==> config.mk <==
export PLATFORM = sky130hd
export DESIGN_NAME = rf_wb_arbiter_flat
export DESIGN_NICKNAME = d
export VERILOG_FILES = /design/src/rtl/rf_wb_arbiter_pkg.sv /design/src/rtl/rf_wb_arbiter_if.sv /design/src/rtl/rf_wb_arbiter_scoreboard.sv /design/src/rtl/rf_wb_arbiter.sv /design/src/flat_wrapper.sv
export SDC_FILE = /design/constraint.sdc
export NUM_CORES = 1
export LEC_CHECK = 0
export ABC_AREA = 1
export CAP_MARGIN = 20
export CORE_MARGIN = 4
export CORE_UTILIZATION = 32
export CTS_BUF_LIST = sky130_fd_sc_hd__clkbuf_4 sky130_fd_sc_hd__clkbuf_8 sky130_fd_sc_hd__clkbuf_16
export CTS_CLUSTER_SIZE = 8
export DETAILED_ROUTE_END_ITERATION = 10
export PLACE_DENSITY = 0.6
export SETUP_SLACK_MARGIN = 0.5
export SYNTH_ARGS = -nofsm -noshare
export SYNTH_HDL_FRONTEND = slang
export SYNTH_SLANG_ARGS = --single-unit
==> constraint.sdc <==
create_clock -name clk -period 2.2 [get_ports clk]
set_clock_uncertainty 0.05 [all_clocks]
set_input_delay 0.33 -clock clk [delete_from_list [all_inputs] [get_ports clk]]
set_output_delay 0.33 -clock clk [all_outputs]
set_load 0.05 [all_outputs]
==> src/rtl/rf_wb_arbiter_pkg.sv <==
// Shared types for the register file writeback arbiter.
// Holds register file geometry and the write bundle type.
package rf_pkg;

   localparam int XLEN   = 32;
   localparam int NREG   = 32;
   localparam int REG_AW = 5;

   localparam logic [REG_AW-1:0] REG_ZERO = 5'd0;

   typedef struct packed {
      logic [REG_AW-1:0] rd;
      logic [XLEN-1:0]   data;
   } rf_wr_t;

endpackage

==> src/rtl/rf_wb_arbiter_if.sv <==
// Writeback bus between requesters, issue logic and the arbiter.
// slave: arbiter side; master: requesters, issue logic and rf sink.
interface rf_wb_if;
   import rf_pkg::*;

   logic              req0_valid;
   logic              req0_ready;
   logic [REG_AW-1:0] req0_rd;
   logic [XLEN-1:0]   req0_data;

   logic              req1_valid;
   logic              req1_ready;
   logic [REG_AW-1:0] req1_rd;
   logic [XLEN-1:0]   req1_data;

   logic              rf_we;
   logic [REG_AW-1:0] rf_rd;
   logic [XLEN-1:0]   rf_wdata;

   logic              sb_set;
   logic [REG_AW-1:0] sb_set_rd;
   logic [REG_AW-1:0] sb_rs1;
   logic [REG_AW-1:0] sb_rs2;
   logic              sb_rs1_busy;
   logic              sb_rs2_busy;

   logic              unexp_wb;

   modport slave (
      input  req0_valid, req0_rd, req0_data,
      input  req1_valid, req1_rd, req1_data,
      input  sb_set, sb_set_rd, sb_rs1, sb_rs2,
      output req0_ready, req1_ready,
      output rf_we, rf_rd, rf_wdata,
      output sb_rs1_busy, sb_rs2_busy,
      output unexp_wb
   );

   modport master (
      output req0_valid, req0_rd, req0_data,
      output req1_valid, req1_rd, req1_data,
      output sb_set, sb_set_rd, sb_rs1, sb_rs2,
      input  req0_ready, req1_ready,
      input  rf_we, rf_rd, rf_wdata,
      input  sb_rs1_busy, sb_rs2_busy,
      input  unexp_wb
   );

endinterface

==> src/rtl/rf_wb_arbiter_scoreboard.sv <==
// Per-register pending-write scoreboard with two hazard query ports.
// Ports: set/set_rd mark busy, clr/clr_rd retire, rs1/rs2 query, clr_busy.
module rf_scoreboard
   import rf_pkg::*;
(
   input  logic              clk,
   input  logic              reset,
   input  logic              set,
   input  logic [REG_AW-1:0] set_rd,
   input  logic              clr,
   input  logic [REG_AW-1:0] clr_rd,
   input  logic              rf_we,
   input  logic [REG_AW-1:0] rf_rd,
   input  logic [REG_AW-1:0] rs1,
   input  logic [REG_AW-1:0] rs2,
   output logic              rs1_busy,
   output logic              rs2_busy,
   output logic              clr_busy
);

   logic [NREG-1:0] busy;
   logic [NREG-1:0] busy_nxt;

   // Set is applied after clear: a new producer wins a same-cycle retire.
   always_comb begin
      busy_nxt = busy;
      if (clr)
         busy_nxt[clr_rd] = 1'b0;
      if (set)
         busy_nxt[set_rd] = 1'b1;
      busy_nxt[0] = 1'b0;
   end

   always_ff @(posedge clk) begin
      if (reset)
         busy <= '0;
      else
         busy <= busy_nxt;
   end

   // The rf_we term covers the cycle after retire, before the
   // register file write has landed.
   assign rs1_busy = busy[rs1]
                   | (rf_we && rf_rd == rs1 && rs1 != REG_ZERO);
   assign rs2_busy = busy[rs2]
                   | (rf_we && rf_rd == rs2 && rs2 != REG_ZERO);

   assign clr_busy = busy[clr_rd];

endmodule

==> src/rtl/rf_wb_arbiter.sv <==
// Register file write port arbiter: req0 priority, req1 aging override.
// Ports: clk, reset, bus (slave) carrying requests, rf write and scoreboard.
module rf_wb_arbiter
   import rf_pkg::*;
#(
   parameter int MAX_WAIT = 4
) (
   input  logic    clk,
   input  logic    reset,
   rf_wb_if.slave  bus
);

   localparam int WCW = $clog2(MAX_WAIT + 1);
   localparam logic [WCW-1:0] WMAX = WCW'(MAX_WAIT);

   logic [WCW-1:0] wait_cnt;
   logic           force1;
   logic           go0;
   logic           go1;
   logic           xfer;
   logic           win_live;
   logic           hit_busy;
   rf_wr_t         win;

   rf_wr_t         wb_q;
   logic           we_q;
   logic           unexp_q;

   always_comb begin
      force1 = bus.req1_valid && (wait_cnt == WMAX);
      go1    = !reset && bus.req1_valid
             && (!bus.req0_valid || force1);
      go0    = !reset && bus.req0_valid && !force1;
      xfer   = go0 || go1;
      if (go1)
         win = '{rd: bus.req1_rd, data: bus.req1_data};
      else
         win = '{rd: bus.req0_rd, data: bus.req0_data};
      // x0 writes are consumed but never reach the register file.
      win_live = xfer && (win.rd != REG_ZERO);
   end

   assign bus.req0_ready = go0;
   assign bus.req1_ready = go1;

   // Counts consecutive refusals of a valid req1.
   always_ff @(posedge clk) begin
      if (reset)
         wait_cnt <= '0;
      else if (!bus.req1_valid || go1)
         wait_cnt <= '0;
      else if (wait_cnt != WMAX)
         wait_cnt <= wait_cnt + WCW'(1);
   end

   // rf_rd/rf_wdata only move on a live write; otherwise they hold.
   always_ff @(posedge clk) begin
      if (reset) begin
         we_q    <= 1'b0;
         unexp_q <= 1'b0;
         wb_q    <= '0;
      end else begin
         we_q    <= win_live;
         unexp_q <= win_live && !hit_busy;
         if (win_live)
            wb_q <= win;
      end
   end

   assign bus.rf_we    = we_q;
   assign bus.rf_rd    = wb_q.rd;
   assign bus.rf_wdata = wb_q.data;
   assign bus.unexp_wb = unexp_q;

   rf_scoreboard u_sb (
      .clk      (clk),
      .reset    (reset),
      .set      (bus.sb_set),
      .set_rd   (bus.sb_set_rd),
      .clr      (xfer),
      .clr_rd   (win.rd),
      .rf_we    (we_q),
      .rf_rd    (wb_q.rd),
      .rs1      (bus.sb_rs1),
      .rs2      (bus.sb_rs2),
      .rs1_busy (bus.sb_rs1_busy),
      .rs2_busy (bus.sb_rs2_busy),
      .clr_busy (hit_busy)
   );

endmodule

==> src/flat_wrapper.sv <==
// flat-port wrapper written by rule: the top's interface ports become plain ports
module rf_wb_arbiter_flat import rf_pkg::*;
#(
   parameter int MAX_WAIT = 4
)
  (clk, reset, bus_req0_valid, bus_req0_rd, bus_req0_data, bus_req1_valid, bus_req1_rd, bus_req1_data, bus_sb_set, bus_sb_set_rd, bus_sb_rs1, bus_sb_rs2, bus_req0_ready, bus_req1_ready, bus_rf_we, bus_rf_rd, bus_rf_wdata, bus_sb_rs1_busy, bus_sb_rs2_busy, bus_unexp_wb);
  rf_wb_if bus_i ();
  input  logic clk;
  input  logic reset;
  input wire logic [$bits(bus_i.req0_valid)-1:0] bus_req0_valid;
  input wire logic [$bits(bus_i.req0_rd)-1:0] bus_req0_rd;
  input wire logic [$bits(bus_i.req0_data)-1:0] bus_req0_data;
  input wire logic [$bits(bus_i.req1_valid)-1:0] bus_req1_valid;
  input wire logic [$bits(bus_i.req1_rd)-1:0] bus_req1_rd;
  input wire logic [$bits(bus_i.req1_data)-1:0] bus_req1_data;
  input wire logic [$bits(bus_i.sb_set)-1:0] bus_sb_set;
  input wire logic [$bits(bus_i.sb_set_rd)-1:0] bus_sb_set_rd;
  input wire logic [$bits(bus_i.sb_rs1)-1:0] bus_sb_rs1;
  input wire logic [$bits(bus_i.sb_rs2)-1:0] bus_sb_rs2;
  output wire logic [$bits(bus_i.req0_ready)-1:0] bus_req0_ready;
  output wire logic [$bits(bus_i.req1_ready)-1:0] bus_req1_ready;
  output wire logic [$bits(bus_i.rf_we)-1:0] bus_rf_we;
  output wire logic [$bits(bus_i.rf_rd)-1:0] bus_rf_rd;
  output wire logic [$bits(bus_i.rf_wdata)-1:0] bus_rf_wdata;
  output wire logic [$bits(bus_i.sb_rs1_busy)-1:0] bus_sb_rs1_busy;
  output wire logic [$bits(bus_i.sb_rs2_busy)-1:0] bus_sb_rs2_busy;
  output wire logic [$bits(bus_i.unexp_wb)-1:0] bus_unexp_wb;
  assign bus_i.req0_valid = bus_req0_valid;
  assign bus_i.req0_rd = bus_req0_rd;
  assign bus_i.req0_data = bus_req0_data;
  assign bus_i.req1_valid = bus_req1_valid;
  assign bus_i.req1_rd = bus_req1_rd;
  assign bus_i.req1_data = bus_req1_data;
  assign bus_i.sb_set = bus_sb_set;
  assign bus_i.sb_set_rd = bus_sb_set_rd;
  assign bus_i.sb_rs1 = bus_sb_rs1;
  assign bus_i.sb_rs2 = bus_sb_rs2;
  assign bus_req0_ready = bus_i.req0_ready;
  assign bus_req1_ready = bus_i.req1_ready;
  assign bus_rf_we = bus_i.rf_we;
  assign bus_rf_rd = bus_i.rf_rd;
  assign bus_rf_wdata = bus_i.rf_wdata;
  assign bus_sb_rs1_busy = bus_i.sb_rs1_busy;
  assign bus_sb_rs2_busy = bus_i.sb_rs2_busy;
  assign bus_unexp_wb = bus_i.unexp_wb;
  rf_wb_arbiter #(.MAX_WAIT(MAX_WAIT)) u_core (.clk(clk), .reset(reset), .bus(bus_i));
endmodule
==> impl_summary.md <==
Clock network
The clock passes through at most 2 buffers. The number of clock sinks is 73. TritonCTS created 9 clock buffers. TritonCTS built the clock tree. CTS built an H-tree with a depth of 3. The insertion delay of the later-clocked pin in the worst-skew pair is 340 ps.

The number of hold buffers added after cts is 0. The clock root buffer master is sky130_fd_sc_hd__clkbuf_16. After clock tree synthesis, the clock-pin slew on the worst setup and hold paths is 60 ps.

Timing
Counting I/O delays and the setup requirement, the final critical path takes 2130 ps. After layout, the worst path uses 96.7% of the clock period. For this run, the top clock speed supported by timing is 470 MHz. The headroom to the max-slew limit is 60.4%. The tightest hold path in the finished design has a slack of 417 ps. For the pin with the worst max-slew slack, the measured transition is 589 ps. Setup repair after global routing could not meet its margin everywhere. The number of endpoints failing setup at the final stage is 0. The count of final hold-check violations came to 0. The worst path meets setup with 71.9 ps of slack. The number of max-slew violations in the final report is 0.

Synth
Of the post-synthesis cell area, the dominant cell type holds 33.3%. The number of distinct library cell variants in the gate-level netlist after synthesis is 29. Synthesis produced 724 cells. The share of synthesized area occupied by flip-flops and latches is 33.3%.

The number of nets handed over by synthesis was 820. Ranked by total cell area, the synthesized netlist is headed by sky130_fd_sc_hd__dfxtp_1, sky130_fd_sc_hd__nand2_1, sky130_fd_sc_hd__o21ai_0, sky130_fd_sc_hd__nor2_1, sky130_fd_sc_hd__a21oi_1. The cell type contributing the most total cell area after synthesis is sky130_fd_sc_hd__dfxtp_1. The warning count from the yosys run is 0. The average instance area after synthesis is 6.07 sq um. The total of flip-flops plus latches after synthesis is 73.

The synthesized netlist occupies a cell area of 0.00439 sq mm.

Finish
The post-layout instance count excluding filler cells is 1135. Fill cells in the final layout number 1214. Relative to the synthesized area, the layout overhead comes to 85.9%. The footprint of the flip-flops and latches is 0.00148 sq mm. For this run, the post-layout net count is 1050.

The final design instance area without fill is 0.00817 sq mm. The number of antenna diodes in the final layout is 0. The fraction of final layout cells sized beyond drive strength 1 is 31.9%.

The multi-input combinational cells in the finished layout cover a total of 0.00335 sq mm.

Power and ir drop
For this design the total switching power over the nets is 1.55 mW. Per report_power, the clock group accounts for 35.0% of the total. The net switching fraction of the power is 33.4%. Of the total power, registers draw 31.8%. The power after layout is 4.63 mW.

The cell area power density is 567 mW/mm^2. The worst-case IR drop observed on VDD is 0.389 mV. The part of the power in combinational logic is 33.2%. The internal power contribution is 3.08 mW. The static leakage is 3.47 nW.

Worst hold path
The worst hold path class is register to register.

Worst setup path
STA classifies the critical path startpoint as a register. In this run the worst path has a maximum fanout of 6. For the worst setup path, the data arrival time is 2320 ps.

The critical path is of the register to register type. The data required time at the worst endpoint is 2390 ps. STA classifies the critical path endpoint as a register.

Global route
The first-pass GRT wire length is 29.1 mm. The remaining global-route overflow is 0. The number of global-route vias before repair is 5837.

Entering global routing, the biggest net connects 36 pins. The initial antenna violation count was 0. The overall routing resource usage is 22.9%.

Routing
Using the TritonRoute via totals, the vias-per-cell ratio works out to 5.15. The count of nets left with antenna violations once routing finished came out at 0. The first detailed-routing pass ran for 5 iterations.

The number of vias in the routed layout is 5844. The final routed DRC violation total is 0. The routed design has 19.1 mm of wire.

The DRC violation total after the first TritonRoute iteration is 481. The detailed-route wire length per cell is 16.8 um.

Die
The floorplan core area is 0.0133 sq mm. In this run the vertical extent of the chip is 125 um. The die is 125 um wide. The number of top-level design ports is 137. The starting utilization of the core area is 32.9%. The initialized floorplan defines 42 standard-cell rows. The die covers 0.0157 sq mm.

Job
The number of maximum-capacitance constraint violations is 0.

Placed design
The HPWL after detailed placement is 12.6 mm. The port buffer count is 136. The placer's final routability congestion estimate is 0.890. The post-placement cell area is 0.00646 sq mm. Before CTS, the worst setup slack after placement is -165 ps. Counting tap cells, the placed design contains a total of 1066 instances.

Status
The flow ran to the end, and the final reports show no timing, DRC or antenna violations.
==> placed cells by master (no fill, tap or decap), drive strengths merged <==
master / netlist / layout
xnor2: 3 / 3
nand3: 44 / 44
dfxtp: 73 / 73
nand4: 2 / 2
o21ai: 94 / 94
bufbuf: 0 / 1
a211oi: 1 / 1
nor4: 3 / 3
ha: 2 / 2
clkinvlp: 0 / 2
buf: 11 / 116
nor2: 87 / 87
xor2: 1 / 1
nor3: 10 / 10
clkinv: 0 / 1
bufinv: 0 / 2
nand2: 243 / 245
o211ai: 10 / 10
o22ai: 3 / 3
clkdlybuf4s15: 0 / 6
dlygate4sd2: 0 / 38
clkbuf: 21 / 13
clkdlybuf4s50: 0 / 85
inv: 53 / 54
a21oi: 63 / 63
==> synthesized netlist by cell type <==
master / instances
sky130_fd_sc_hd__a211oi_1: 1
sky130_fd_sc_hd__a21oi_1: 60
sky130_fd_sc_hd__a21oi_2: 3
sky130_fd_sc_hd__buf_2: 7
sky130_fd_sc_hd__buf_6: 3
sky130_fd_sc_hd__buf_8: 1
sky130_fd_sc_hd__clkbuf_1: 21
sky130_fd_sc_hd__dfxtp_1: 73
sky130_fd_sc_hd__ha_1: 2
sky130_fd_sc_hd__inv_1: 50
sky130_fd_sc_hd__inv_2: 3
sky130_fd_sc_hd__nand2_1: 236
sky130_fd_sc_hd__nand2_2: 6
sky130_fd_sc_hd__nand2_4: 1
sky130_fd_sc_hd__nand3_1: 43
sky130_fd_sc_hd__nand3_2: 1
sky130_fd_sc_hd__nand4_1: 2
sky130_fd_sc_hd__nor2_1: 84
sky130_fd_sc_hd__nor2_2: 2
sky130_fd_sc_hd__nor2_8: 1
sky130_fd_sc_hd__nor3_1: 10
sky130_fd_sc_hd__nor4_1: 3
sky130_fd_sc_hd__o211ai_1: 10
sky130_fd_sc_hd__o21ai_0: 83
sky130_fd_sc_hd__o21ai_1: 9
sky130_fd_sc_hd__o21ai_4: 2
sky130_fd_sc_hd__o22ai_1: 3
sky130_fd_sc_hd__xnor2_1: 3
sky130_fd_sc_hd__xor2_1: 1
==> worst max-delay path: stages, from the launching register on <==
cell	delay, ps
sky130_fd_sc_hd__dfxtp_2	330
sky130_fd_sc_hd__inv_2	60
sky130_fd_sc_hd__ha_4	130
sky130_fd_sc_hd__nand3_4	70
sky130_fd_sc_hd__nand2_4	120
sky130_fd_sc_hd__buf_6	130
sky130_fd_sc_hd__nand2_8	70
sky130_fd_sc_hd__o21ai_4	180
sky130_fd_sc_hd__nand3_2	140
sky130_fd_sc_hd__o21ai_4	230
sky130_fd_sc_hd__buf_6	170
sky130_fd_sc_hd__inv_12	60
sky130_fd_sc_hd__clkbuf_16	170
sky130_fd_sc_hd__nor2_4	70
sky130_fd_sc_hd__nor2_1	40
==> worst paths after layout <==
check | from | end | slack (ps) | cells after the start
max | u_core.wait_cnt[0] | u_core.bus.rf_wdata[15] | 70 | 14
min | u_core.u_sb.busy[9] | u_core.u_sb.busy[9] | 420 | 2
max reg2reg | u_core.wait_cnt[0] | u_core.bus.rf_wdata[15] | 70 | 14
min reg2reg | u_core.u_sb.busy[9] | u_core.u_sb.busy[9] | 420 | 2
==> repair_timing <==
| item | 4_1_cts | 5_1_grt |
|---|---|---|
| resized for setup | 206 | 106 |
| gates cloned | 11 | 2 |
| hold endpoints to repair | 0 | 0 |
| endpoints found under the setup margin | 113 | 79 |
| setup buffers | 30 | 10 |
| pin swaps | 48 | 46 |
==> layout make-up <==
class	instances	share of cell area, %
sequential	73	18.1
inverter	53	2.85
clock buffer	10	2.85
tap	176	2.70
clock inverter	6	1.10
timing repair buffer	249	31.3
multi-input combinational	568	41.1
==> stage by stage <==
step	setup TNS, ps	utilization (%)
after floorplan	0	-
after global placement	-3770	48.4
after detailed placement	-7370	48.4
after CTS	0	57.6
after global routing	-136	61.2
final	0	61.2
==> metal layers <==
layer / GRT usage [%] / vias up / part of all wire, % / wire (um)
met5: 0 / - / 0 / 0
met4: 10.5 / 0 / 3.2 / 609
met3: 4.95 / 56 / 5.4 / 1020
met2: 39.6 / 225 / 49 / 9390
met1: 27.1 / 2716 / 42 / 8060
li1: - / 2847 / - / -
==> flip-flops by register name (all words and copies together) (netlist names) <==
name                 cells
u_core.u_sb.busy        31
u_core.bus.rf_wdata     32
u_core.bus.rf_rd         5
u_core.bus.unexp_wb      1
u_core.wait_cnt          3
u_core.bus.rf_we         1
==> power groups by stage <==
stage	registers, mW	clock network (mW)	logic, mW
after global routing	1.48	1.70	1.63
final	1.47	1.62	1.53
after floorplan	1.69	0	0.456
after detailed placement	1.47	0	1.20
after CTS	1.46	1.64	1.41
after global placement	1.47	0	1.19
==> cell families after synthesis <==
kind of cell	share of synthesized area (%)
AOI/OAI and AO/OA	21.0
buffers and inverters	8.23
adders and majority gates	0.570
DFF	33.3
and+or+nand+nor	36.2
xor gates and xnor gates	0.798
Power figures use the tool's default switching activity.
